--- config.mk ---
export PLATFORM = sky130hd
export DESIGN_NAME = regfile_wb_sequencer
export DESIGN_NICKNAME = d
export VERILOG_FILES = /design/src/rtl/regfile_wb_sequencer.sv
export SDC_FILE = /design/constraint.sdc
export NUM_CORES = 1
export LEC_CHECK = 0
export BUFFER_PORTS_ARGS = -buffer_cell sky130_fd_sc_hd__buf_2
export CORE_MARGIN = 2
export CORE_UTILIZATION = 46
export CTS_BUF_LIST = sky130_fd_sc_hd__clkbuf_2 sky130_fd_sc_hd__clkbuf_4 sky130_fd_sc_hd__clkbuf_8
export DETAILED_ROUTE_END_ITERATION = 6
export PLACE_DENSITY = 0.88
export SLEW_MARGIN = 20
export SYNTH_ARGS = -nofsm -noshare
export SYNTH_HDL_FRONTEND = slang
export SYNTH_SLANG_ARGS = --single-unit
--- constraint.sdc ---
create_clock -name clk -period 3.55 [get_ports clk]
set_clock_uncertainty 0.05 [all_clocks]
set_input_delay 0.71 -clock clk [delete_from_list [all_inputs] [get_ports clk]]
set_output_delay 0.71 -clock clk [all_outputs]
set_load 0.01 [all_outputs]
--- src/rtl/regfile_wb_sequencer.sv ---
// Arbitrates ALU (A) and load (B) writebacks onto the register bank's single write port,
// sequencing each write as a held RegWrite pulse plus one recovery cycle, and snoops reads for forwarding.
module regfile_wb_sequencer #(
    parameter int DATA_W   = 32,
    parameter int ADDR_W   = 6,
    parameter int NUM_REGS = 32,
    parameter int WR_PULSE = 2,
    parameter int MAX_WAIT = 3
) (
    input  logic              clk,
    input  logic              rst_n,
    input  logic              a_valid,
    output logic              a_ready,
    input  logic [ADDR_W-1:0] a_reg,
    input  logic [DATA_W-1:0] a_data,
    input  logic              b_valid,
    output logic              b_ready,
    input  logic [ADDR_W-1:0] b_reg,
    input  logic [DATA_W-1:0] b_data,
    output logic [ADDR_W-1:0] rf_write_reg,
    output logic              rf_reg_write,
    output logic [DATA_W-1:0] rf_data,
    input  logic [ADDR_W-1:0] rd_reg1,
    input  logic [ADDR_W-1:0] rd_reg2,
    output logic              fwd1_hit,
    output logic              fwd2_hit,
    output logic [DATA_W-1:0] fwd_data
);
    localparam int CNT_W = (WR_PULSE > 1) ? $clog2(WR_PULSE) : 1;
    localparam int AGE_W = $clog2(MAX_WAIT + 1);
    localparam int LIM_W = ADDR_W + 1;
    localparam logic [CNT_W-1:0] CNT_LAST = CNT_W'(WR_PULSE - 1);
    localparam logic [AGE_W-1:0] AGE_MAX  = AGE_W'(MAX_WAIT);
    localparam logic [LIM_W-1:0] REG_LIM  = LIM_W'(NUM_REGS);

    typedef enum logic [1:0] {IDLE, WRITE, RECOVER} state_t;

    state_t            state, state_d;
    logic [CNT_W-1:0]  cnt, cnt_d;
    logic [AGE_W-1:0]  b_age, age_d;
    logic [ADDR_W-1:0] wreg_d, sel_reg;
    logic [DATA_W-1:0] wdata_d, sel_data;
    logic              idle;

    always_ff @(posedge clk) begin
        if (!rst_n) begin
            state        <= IDLE;
            cnt          <= '0;
            b_age        <= '0;
            rf_write_reg <= '0;
            rf_data      <= '0;
        end else begin
            state        <= state_d;
            cnt          <= cnt_d;
            b_age        <= age_d;
            rf_write_reg <= wreg_d;
            rf_data      <= wdata_d;
        end
    end

    always_comb begin
        idle     = (state == IDLE);
        // B overrides A only once it has lost MAX_WAIT arbitrations in a row
        a_ready  = rst_n & idle & a_valid & ~(b_valid & (b_age >= AGE_MAX));
        b_ready  = rst_n & idle & b_valid & ~a_ready;
        sel_reg  = a_ready ? a_reg  : b_reg;
        sel_data = a_ready ? a_data : b_data;
        state_d  = state;
        cnt_d    = cnt;
        age_d    = b_age;
        wreg_d   = rf_write_reg;
        wdata_d  = rf_data;
        case (state)
            IDLE: begin
                if (a_ready || b_ready) begin
                    wreg_d  = sel_reg;
                    wdata_d = sel_data;
                    // reg 0 and out-of-range selects are accepted but never written
                    if (sel_reg != '0 && {1'b0, sel_reg} < REG_LIM) begin
                        state_d = WRITE;
                        cnt_d   = '0;
                    end
                end
                if (a_ready && b_valid && b_age != AGE_MAX) age_d = b_age + 1'b1;
                if (b_ready) age_d = '0;
            end
            WRITE: begin
                if (cnt == CNT_LAST) state_d = RECOVER;
                else                 cnt_d   = cnt + 1'b1;
            end
            RECOVER: state_d = IDLE;
            default: state_d = IDLE;
        endcase
    end

    assign rf_reg_write = (state == WRITE);
    assign fwd1_hit     = rst_n & ~idle & (rf_write_reg == rd_reg1) & (rf_write_reg != '0);
    assign fwd2_hit     = rst_n & ~idle & (rf_write_reg == rd_reg2) & (rf_write_reg != '0);
    assign fwd_data     = rf_data;
endmodule

==> metrics.md, run 1 <==
| Metric | Value |
|---|---|
| CP Data Arrival Time | between 1.5 and 2 ns |
| Syn nets | a little under 400 |
| Post-route antenna net violation count | 0 |
| Port Buffer Count | between 150 and 200 |
| CTS Root Cell | clkbuf_8 |
| Fillers | 431 |
| Max-slew violations | 0 |
| Worst Hold Class | flip-flop to flip-flop |
| Ports | 167 |
| Multi-input gate area in the final layout | approximately 1200 µm² |
| Max reg flops | 32 |
| DRC viols | 0 |
| Yosys top cell area share | a little over a third |
| Crit path required time | 2.79 ns |
| Worst Path Class, Setup | input port to output pin |
| ANT cells | 0 |
| Final setup fails | 0 |
| Yosys warnings | 0 |
| Clock power share | 24.0% |
| Status | complete, no violations |
| Worst Setup End Kind | output pin |
| Routed metal-1 wirelength | 2420 µm |
| Crit-path max FO | 20 |
| Power Dens Cells | about 420 nW/µm² |
| WL final | roughly 6000 µm |
| Cts hold-fix bufs | 0 |
| Leading cell types in the layout, fill and taps excluded | buf_2, nand2_1, dfxtp_1 |
| Clock Pin Slew Worst Setup and Hold Paths | 0.07 ns |
| Total CTS buffers | 5 |
| Int Pwr | 867 µW |
| Clock Path Buffers | 2 |
| WL/cell | 12.2 µm |
| Placeable Area | roughly 5000 µm² |
| Die width | 75.9 µm |
| Largest net degree at the start of global routing | between 40 and 50 |
| Worst R2R Setup Slack | 1.55 ns |
| Synth Instances | ~300 |
| Post-CTS setup buffers | 0 |
| Register area share after synthesis | 36.2% |
| R2r worst-path depth | 5 |
| Die area | 5760 µm² |
| Post-layout net count | 515 |
| Sink Count | 43 |
| Vias in the first global route | about 2.3k |
| Proportion of layout cells with a drive suffix above 1 | a little under half |
| CP startpoint kind | input port |
| Synthesis-to-finish area growth | 29.3% |
| Seq pwr share | 45.1% |
| F_max | 0.404 GHz |
| Min-delay src | b_age[1] |
| Tot Pwr | about 1.3 mW |
| Gpl congestion | 0.846 |
| 1st-pass router iterations | 4 |
| Post-DP HPWL | 4570 µm |
| Net Sw Power | 418 µW |
| Cts repair resizes | 0 |
| DR vias | between 2k and 2.5k |
| Worst skew pair latency | 0.28 ns |
| H-tree depth | 2 |
| Post-Syn Area per Cell | 8.01 µm² |
| Highest layer used for signal routing | met4 |
| Met3 routed wirelength | 318 µm |
| Slew Limit Headroom | about 56% |
| Critical Path Max Stage Delay | 0.28 ns |
| RSZ-0062 raised after global routing | false |
| VDD IR-drop max | 0.197 mV |
| CP dominant cell by count | buf_2 |
| Slowest cell on crit path | inv_2 |
| Die height | 75.9 µm |
| Initial antenna violation count | 0 |
| Area contributors post-synth | dfxtp_1, nand2_1, buf_4 |
| End of the worst hold path | b_age[1] |
| CTS tree | built |
| Met2 wire len | 3230 µm |
| Crit path time final | 2.47 ns |
| Rows | 26 |
| Reg-to-reg endpoint | fwd_data[26] |
| Setup TNS | 0 ns |
| Hold path cells | 2 |
| Most common cell after layout, fill and taps aside | buf_2 |
| Crit path cell chain | buf_2 > nor3b_4 > nand3_2 > inv_2 > buf_2 |
| Maxcap violations | 0 |
| Final hold vios | 0 |
| RR Startpoint | state[0] |
| Slew @ Worst Pin | between 0.6 and 0.7 ns |
| All-layer global routing usage | 21.1% |
| Yosys top cell by area | dfxtp_1 |
| Net Sw Frac | between 30% and 40% |
| Initial DRC Count | 90 |
| P_leak | 1.57 nW |
| Total gr overflow | 0 |
| Wire length of the first global-routing pass | 10200 µm |
| Count of cell types in the netlist | 31 |
| Part of the power in combinational logic | 30.9% |
| Sequential Area | 861 µm² |
| Vias per cell | 4.96 |
| #FFs+latches synth | 43 |
| Syn Std Cell Area | 2380 µm² |
| Initial Utilization | between 40 and 50% |
| Post-route clock period utilization | 69.7% |
==> cells in the mapped netlist (all sizes together) <==
library cell  instances
a211o                 1
nor2                 42
and3                  2
nor3                  2
o22ai                 1
a311oi               38
nand3                 3
clkbuf                6
nand3b                1
nor2b                 1
xor2                  4
a21oi                 3
nand2                81
xnor2                 8
ha                    1
nor4                  3
inv                   2
nand4                 2
nand2b                1
mux2i                 1
o21ai                 2
nor3b                 1
o21a                  1
buf                  46
o221a                 1
dfxtp                43
==> metal layers <==
metal,global-route usage [%],vias up
met4,6.00,0
met1,22.5,1116
met5,0,-
met3,3.81,4
met2,41.9,86
li1,-,1237
==> final cells by class <==
cell class	count	area share, %
clock buffer	7	2.73
sequential	43	28.0
timing repair buffer	170	28.4
multi-input combinational	200	37.6
clock inverter	1	0.163
tap	70	2.85
inverter	2	0.244
==> worst max-delay path, delay by kind of cell <==
family | cells | cell delay, ns
AND/OR/NAND/NOR | 2 | 0.39
buffers and inverters | 3 | 0.61
==> power by group through the flow <==
stage	logic [mW]	registers, mW	clock network, mW
after floorplan	0.266	0.608	0
after global placement	0.389	0.588	0
after detailed placement	0.401	0.590	0
after CTS	0.402	0.580	0.322
after global routing	0.440	0.587	0.345
final	0.397	0.579	0.309
==> cells by family after synthesis <==
| logic type | after synthesis | share of synthesized area [%] |
|---|---|---|
| AO/OA/AOI/OAI | 47 | 19.1 |
| XOR/XNOR | 12 | 4.42 |
| adder cells (fa/ha/maj) | 1 | 0.526 |
| buffers and inverters | 54 | 15.1 |
| flip-flops | 43 | 36.2 |
| multiplexers | 1 | 0.421 |
| AND/OR/NAND/NOR | 139 | 24.1 |
==> metrics by stage <==
| stage | hold WS (ns) | cell area [µm²] | utilization [%] | setup slack (ns) | std cells |
|---|---|---|---|---|---|
| 3_5_place_dp | 0.430 | 2990 | 59.2 | 1.01 | 485 |
| 6_report | 0.437 | 3080 | 61.0 | 1.08 | 493 |
| 5_1_grt | 0.467 | 3080 | 61.0 | 0.956 | 493 |
| 4_1_cts | 0.440 | 3080 | 61.0 | 1.06 | 493 |
| 3_3_place_gp | 0.410 | 2990 | 59.2 | 1.11 | 485 |
| 2_1_floorplan | 0.388 | 2380 | - | 1.31 | 297 |
==> worst max-delay path by stage <==
stage	from	to	depth (start not counted)
after detailed placement	rst_n	fwd_data[26]	6
after global placement	rst_n	a_ready	5
final	rst_n	a_ready	5
after global routing	rst_n	a_ready	5
after floorplan	rst_n	fwd1_hit	3
after CTS	rst_n	a_ready	5
Note: power is estimated with default switching activity, not from simulation.
==> run 2, diff against run 1 <==
- CORE_UTILIZATION: 46 -> 38
- PLACE_DENSITY: 0.88 -> 0.78
- clock period: 3.55 -> 2.2 ns (I/O delays scaled with it)
==> run 2 against run 1 <==
Register-to-register slack worse by 0.96 ns. Global-route usage is 3.3 points lower. First-iteration DRC count is 49% lower. Setup slack worse by 0.91 ns. Non-clock buffer count is 2 higher. Sequential power is 62% higher. Sequential cell count stayed put. Routed wire length is 5.8% higher. Sequential share of layout area is 0.25 points lower.
==> metrics.md, run 2 (same netlist as run 1, synthesis figures left out) <==
| Metric | Value |
|---|---|
| Fillers | 568 |
| Max reg flops | 32 |
| Min-delay src | a_data[11] |
| Rows | 28 |
| All-layer global routing usage | 17.8% |
| H-tree depth | 2 |
| Final hold vios | 0 |
| Worst skew pair latency | about 0.28 ns |
| CTS Root Cell | clkbuf_8 |
| Slew Limit Headroom | between 60% and 70% |
| P_leak | approximately 1.6 nW |
| Initial antenna violation count | 0 |
| Post-route antenna net violation count | 0 |
| Clock Pin Slew Worst Setup and Hold Paths | 0.08 ns |
| Reg-to-reg endpoint | cnt |
| Sink Count | 43 |
| Status | complete, no violations |
| WL/cell | 12.7 µm |
| DRC viols | 0 |
| Tot Pwr | approximately 2.1 mW |
| CTS tree | built |
| Worst Path Class, Setup | flip-flop to output pin |
| Critical Path Max Stage Delay | 0.43 ns |
| Leading cell types in the layout, fill and taps excluded | buf_2, nand2_1, nor2_1 |
| DR vias | about 2.5k |
| Part of the power in combinational logic | 31.9% |
| Setup TNS | 0 ns |
| Vias in the first global route | approximately 2.4k |
| ANT cells | 0 |
| Maxcap violations | 0 |
| Proportion of layout cells with a drive suffix above 1 | 46.6% |
| Slew @ Worst Pin | 0.460 ns |
| Crit-path max FO | 5 |
| Die area | just under 7000 µm² |
| Power Dens Cells | 666 nW/µm² |
| Net Sw Power | 694 µW |
| Worst Hold Class | input port to flip-flop |
| Initial Utilization | 39.7% |
| Crit path to | fwd2_hit |
| Crit path time final | 2.03 ns |
| Die width | 83.1 µm |
| Final hold slack | 0.356 ns |
| CP startpoint kind | flip-flop |
| Clock Path Buffers | 2 |
| Crit path launch | rf_write_reg[4] |
| Ports | ~170 |
| CP Data Arrival Time | 1.54 ns |
| Post-layout net count | 517 |
| Placeable Area | 5990 µm² |
| Gpl congestion | slightly below 0.9 |
| Die height | 83.1 µm |
| Int Pwr | 1.38 mW |
| Clock power share | 23.1% |
| Vias per cell | 4.94 |
| Wire length of the first global-routing pass | 10500 µm |
| Net Sw Frac | 33.4% |
| Port Buffer Count | 166 |
| WL final | 6360 µm |
| 1st-pass router iterations | 4 |
| RSZ-0062 raised after global routing | false |
| VDD IR-drop max | 0.302 mV |
| Total gr overflow | 0 |
| RR Startpoint | b_age[0] |
| F_max | 0.492 GHz |
| Crit path required time | 1.71 ns |
| Max-slew violations | 0 |
| Post-route clock period utilization | 92.3% |
| R2r worst-path depth | 6 |
| Seq pwr share | 45.1% |
| Worst R2R Setup Slack | between 0.5 and 0.6 ns |
| Total CTS buffers | 5 |
| Largest net degree at the start of global routing | 40 |
| Initial DRC Count | 46 |
| Post-DP HPWL | about 5000 µm |
| Final setup fails | 0 |
| Synthesis-to-finish area growth | 31.2% |
| Crit path cell chain | nor2_1 > a211o_1 > nor4_1 > buf_2 |
| Worst Setup End Kind | output pin |
| Most common cell after layout, fill and taps aside | buf_2 |
| Slowest cell on crit path | dfxtp_1 |
run 2: cell count changes in the layout (fill, tap and decap cells not counted), sizes merged:
cell and delta:
clkinv +2, clkbuf -2, buf +2
run 2: worst min-delay path by stage:
stage,endpoint,slack (ns),depth (start not counted)
2_1_floorplan,b_age[1],0.39,2
3_3_place_gp,b_age[0],0.41,2
3_5_place_dp,b_age[1],0.41,2
4_1_cts,fwd_data[11],0.35,3
5_1_grt,fwd_data[1],0.35,3
6_report,fwd_data[11],0.36,3
run 2: final cells by class:
class                   instances  area [µm²]  area share [%]
clock inverters                 3        15.0           0.481
repair buffers                172         913            29.3
multi-input cells             200        1160            37.1
clock buffers                   5        68.8            2.20
inverters                       2        7.51           0.240
well taps                      75        93.8            3.01
flip-flops and latches         43         866            27.7
run 2: layer usage:
layer | GRT usage, % | part of all wire, % | vias to the layer above
met1 | 19.7 | 39 | 1139
met3 | 2.98 | 4.9 | 6
met5 | 0 | 0 | -
met2 | 33.8 | 55 | 83
met4 | 6.56 | 1.3 | 0
li1 | - | - | 1240
run 2: worst max-delay path: cells and delay by family (launching register included):
kind | cells | cell delay [ns]
DFF | 1 | 0.43
and+or+nand+nor | 2 | 0.37
AOI/OAI and AO/OA | 1 | 0.28
buffers and inverters | 1 | 0.18
run 2: repair_timing:
item                       in CTS  in global routing
setup endpoints to repair       0                  2
hold buffers                    0                  0
gates resized for setup         0                  4
setup buffers                   0                  0
run 2: metrics by stage:
stage                     worst slack (ns)  instance area (µm²)  std cells  util [%]
final                                0.169                 3120        500      52.1
after CTS                           0.0965                 3120        500      52.0
after detailed placement             0.327                 3030        492      50.6
after global routing                0.0453                 3120        500      52.1
after global placement               0.364                 3030        492      50.6
after floorplan                      0.429                 2380        297         -
run 2: power by group through the flow:
stage                     logic, mW  clock network [mW]  registers (mW)
after floorplan               0.429                   0           0.981
after global placement        0.652                   0           0.949
after detailed placement      0.667                   0           0.953
after CTS                     0.671               0.502           0.935
after global routing          0.730               0.530           0.951
final                         0.662               0.480           0.936
